**config.mk**
```make
export PLATFORM = sky130hd
export DESIGN_NAME = axistream_rr_packet_arbiter
export DESIGN_NICKNAME = d
export VERILOG_FILES = /design/src/rtl/axistream_rr_packet_arbiter.sv
export SDC_FILE = /design/constraint.sdc
export NUM_CORES = 1
export LEC_CHECK = 0
export BUFFER_PORTS_ARGS = -buffer_cell sky130_fd_sc_hd__buf_2
export CORE_AREA = 2 2 70 72
export DETAILED_ROUTE_END_ITERATION = 6
export DIE_AREA = 0 0 72 74
export PLACE_DENSITY_LB_ADDON = 0.3
export SLEW_MARGIN = 20
export SYNTH_ARGS = -nofsm -noshare
export SYNTH_HDL_FRONTEND = slang
export SYNTH_SLANG_ARGS = --single-unit
```
**constraint.sdc**
```tcl
create_clock -name clk -period 2.8 [get_ports clk]
set_input_delay 0.56 -clock clk [delete_from_list [all_inputs] [get_ports clk]]
set_output_delay 0.56 -clock clk [all_outputs]
set_load 0.02 [all_outputs]
```
**src/rtl/axistream_rr_packet_arbiter.sv**
```systemverilog
// Packet-granular round-robin arbiter merging NUM_SRC AXI-stream producers onto one sink.
// One idle arbitration cycle per packet; LOCKED is a pure combinational pass-through.
module axistream_rr_packet_arbiter #(
    parameter int DATA_WIDTH = 32,
    parameter int NUM_SRC    = 4,
    parameter int SEL_WIDTH  = 2
) (
    input  logic                          clk,
    input  logic                          rst_n,
    input  logic [NUM_SRC-1:0]            src_tvalid,
    output logic [NUM_SRC-1:0]            src_tready,
    input  logic [NUM_SRC*DATA_WIDTH-1:0] src_tdata,
    input  logic [NUM_SRC-1:0]            src_tlast,
    output logic                          dest_tvalid,
    input  logic                          dest_tready,
    output logic [DATA_WIDTH-1:0]         dest_tdata,
    output logic                          dest_tlast,
    output logic [SEL_WIDTH-1:0]          dest_tid,
    output logic                          busy
);

    typedef enum logic {IDLE, LOCKED} state_t;

    state_t                state, state_next;
    logic [SEL_WIDTH-1:0]  gnt_idx, gnt_next;
    logic [SEL_WIDTH-1:0]  last_idx, last_next;
    logic [SEL_WIDTH-1:0]  scan_idx;
    logic                  found;
    logic                  sel_valid, sel_last;
    logic [DATA_WIDTH-1:0] sel_data;

    always_comb begin
        sel_valid = 1'b0;
        sel_last  = 1'b0;
        sel_data  = '0;
        for (int i = 0; i < NUM_SRC; i++) begin
            if (gnt_idx == SEL_WIDTH'(i)) begin
                sel_valid = src_tvalid[i];
                sel_last  = src_tlast[i];
                sel_data  = src_tdata[i*DATA_WIDTH +: DATA_WIDTH];
            end
        end
    end

    // Circular scan split in two passes: indices above last_idx first, then the wrap from 0.
    always_comb begin
        found    = 1'b0;
        scan_idx = last_idx;
        for (int j = 0; j < NUM_SRC; j++) begin
            if (!found && src_tvalid[j] && (SEL_WIDTH'(j) > last_idx)) begin
                found    = 1'b1;
                scan_idx = SEL_WIDTH'(j);
            end
        end
        for (int j = 0; j < NUM_SRC; j++) begin
            if (!found && src_tvalid[j] && (SEL_WIDTH'(j) <= last_idx)) begin
                found    = 1'b1;
                scan_idx = SEL_WIDTH'(j);
            end
        end
    end

    always_comb begin
        state_next = state;
        gnt_next   = gnt_idx;
        last_next  = last_idx;
        case (state)
            IDLE: begin
                if (found) begin
                    gnt_next   = scan_idx;
                    state_next = LOCKED;
                end
            end
            LOCKED: begin
                if (sel_valid && dest_tready && sel_last) begin
                    last_next  = gnt_idx;
                    state_next = IDLE;
                end
            end
            default: state_next = IDLE;
        endcase
    end

    always_ff @(posedge clk) begin
        if (!rst_n) begin
            state    <= IDLE;
            gnt_idx  <= '0;
            last_idx <= SEL_WIDTH'(NUM_SRC - 1);
        end else begin
            state    <= state_next;
            gnt_idx  <= gnt_next;
            last_idx <= last_next;
        end
    end

    // Reset overrides everything so a half-sent packet cannot leak a beat in the reset cycle.
    always_comb begin
        src_tready  = '0;
        dest_tvalid = 1'b0;
        dest_tlast  = 1'b0;
        busy        = 1'b0;
        dest_tdata  = sel_data;
        dest_tid    = gnt_idx;
        if (!rst_n) begin
            dest_tid = '0;
        end else if (state == LOCKED) begin
            dest_tvalid = sel_valid;
            dest_tlast  = sel_last;
            busy        = 1'b1;
            for (int i = 0; i < NUM_SRC; i++) begin
                if (gnt_idx == SEL_WIDTH'(i)) begin
                    src_tready[i] = dest_tready;
                end
            end
        end
    end

endmodule

```
==> flow_summary.json <==
{
  "status": "finished, final reports clean",
  "die-width_um": 72,
  "register_area_um2": 102.6,
  "nNetsFinal": 413,
  "antenna_cells": 0,
  "cts_hold_buf": 0,
  "reg2reg_slack_ps": 1210,
  "reg2reg_depth": 5,
  "ctsResizeCount": 0,
  "cts.sinks": 5,
  "grt_util_all_layers": 0.1756,
  "slew_headroom": 0.7471,
  "ios": 180,
  "clock_latency_ps": 220,
  "drt-vias-per-instance": 5.052,
  "setup_viol": 0,
  "final_common_cell": "buf_2",
  "cts_buffers": 3,
  "hold_class": "reg2reg",
  "cts_tree": "yes",
  "tightest_slew_ps": 379.3,
  "place_ws_ps": 715.3,
  "timing.rr.end": "last_idx[0]",
  "worstPathRequired_ps": 2240,
  "dr.pass1.iters": 4,
  "drv_cap": 0,
  "crit_type": "reg2out",
  "startpoint_type": "flop",
  "grt_max_degree": 27,
  "synth_cell_types": 28,
  "fillers": 460,
  "rsz0062_at_grt": "false",
  "powerDensity_mw_per_mm2": 321.0,
  "post_cts_buffers": 0,
  "hold_viol_final": 0,
  "grt_pass1_wl_um": 7327,
  "worst-path-buf-inv": 2,
  "path_clk_slew_ps": 40,
  "tns_ps": 0,
  "final_core_util": 0.4743,
  "power.leakage_uw": 0.001097,
  "syn_inst": 97,
  "syn-cell-area_mm2": 0.001202,
  "endpoint": "dest_tdata[4]",
  "start_util": 0.2615,
  "cpPeakStageDelay_ps": 560,
  "fin_crit_ps": 2218,
  "fin_skew_ps": 0.2924,
  "routed_wl_um": 5167,
  "multiInputGateArea_mm2": 0.001020,
  "ys_seq_area_frac": 0.08325,
  "finalMaxSlewViolations": 0,
  "port_buffers": 179,
  "core_mm2": 0.004598,
  "final_cell_mix": "buf_2, mux4_2, nor2_1",
  "cp_top_family": "multiplexers",
  "antenna_found_initial": 0,
  "hpwlAfterDp_um": 4597,
  "cp_slowest_cell": "mux4_2",
  "drt-initial-drc-count": 22,
  "die_area_mm2": 0.005328,
  "max_freq_ghz": 0.4508,
  "startpoint": "gnt_idx[0]",
  "grt_pass1_vias": 1598,
  "areaGrowthSynthToFinish_pct": 81.37,
  "ctsRootBufferMaster": "clkbuf_8",
  "syn-num-nets": 236,
  "arrival_ps": 1660,
  "critPathMaxFanout": 18,
  "htree_levels": 1,
  "rows": 25,
  "route.vias.total": 1652,
  "wl_per_cell_um": 15.80,
  "drc": 0,
  "period_share": 0.7922,
  "syn_avg_cell_area_um2": 12.40,
  "synth.ff_latch_count": 5,
  "yosysWarnings": 0,
  "post_route_cells_drive_above_1_share": 0.8132,
  "gp_congestion": 0.8645,
  "endpoint_kind": "primary output",
  "fin_ws_ps": 581.8,
  "cp_num_cells": 3,
  "grt.overflow.total": 0,
  "cts_buffer_depth": 2,
  "path_cells": "buf_4 > mux4_2 > buf_2",
  "reg2reg_from": "gnt_idx[0]",
  "power_uw": 700.0,
  "antenna_left": 0,
  "die_h_um": 74,
  "vdd_drop_max_mv": 0.3877
}
power by group:
part	internal (uW)	total, uW	switching (uW)
sequential	78.2	93.4	15.3
combinational	246	471	226
clock	97.9	135	37.4
worst min-delay path by stage:
stage                             end  slack, ps         from  cells after the start
after global placement    last_idx[0]        550   gnt_idx[0]                      1
after floorplan            gnt_idx[0]        580  last_idx[0]                      3
after global routing      last_idx[0]        610   gnt_idx[0]                      1
after CTS                 last_idx[0]        550   gnt_idx[0]                      1
final                     last_idx[0]        550   gnt_idx[0]                      1
after detailed placement  last_idx[0]        540   gnt_idx[0]                      1
flip-flops by register name, summed over array words and instances (netlist names):
name	flops
state	1
last_idx	2
gnt_idx	2
routing by layer:
layer	part of all wire	global-route usage	vias up	routed length, um
li1	-	-	772	-
met1	0.34	0.1902	775	1741
met2	0.55	0.3364	95	2856
met3	0.090	0.04201	10	464
met4	0.020	0.05870	0	105
met5	0	0	-	0
metrics by stage:
step / cells / area (um2) / hold slack, ps
finish: 327 / 2181 / 547.5
global route: 327 / 2181 / 609.1
CTS: 327 / 2181 / 550.5
detailed placement: 323 / 2136 / 541.7
global placement: 323 / 2136 / 546.8
floorplan: 97 / 1202 / 584.1
kinds of logic (layout without fill, tap and decap cells):
family                 after synthesis  in the layout  synth area share
and+or+nand+nor                     24             24            0.1061
DFF                                  5              5           0.08325
buffers and inverters               14            190           0.06867
muxes                               35             35            0.6348
AOI/OAI and AO/OA                   19             19            0.1072
area by class of cell:
class                           instances  share of cell area
Multi-Input combinational cell         78              0.4676
Inverter                                4            0.006885
Tap cell                               54             0.03098
Timing Repair Buffer                  182              0.4269
Clock buffer                            4             0.02065
Sequential cell                         5             0.04705
cell usage after synthesis (all sizes together):
library cell	count	area share
nand2	3	0.0094
inv	4	0.012
a211oi	1	0.0062
nand3b	1	0.0062
a21boi	1	0.0062
o21bai	2	0.012
mux2i	2	0.017
nand3	3	0.012
a31oi	1	0.0052
nor2	5	0.016
or4	1	0.0062
and3	1	0.0052
a21oi	4	0.017
nor2b	1	0.0052
a22oi	1	0.0062
nand2b	2	0.010
nor3	3	0.012
dfxtp	5	0.083
o22ai	3	0.021
o21ai	4	0.017
and2	3	0.016
mux4	33	0.62
buf	10	0.056
or3b	1	0.0073
a311o	2	0.017
Note: power is estimated with default switching activity, not from simulation.
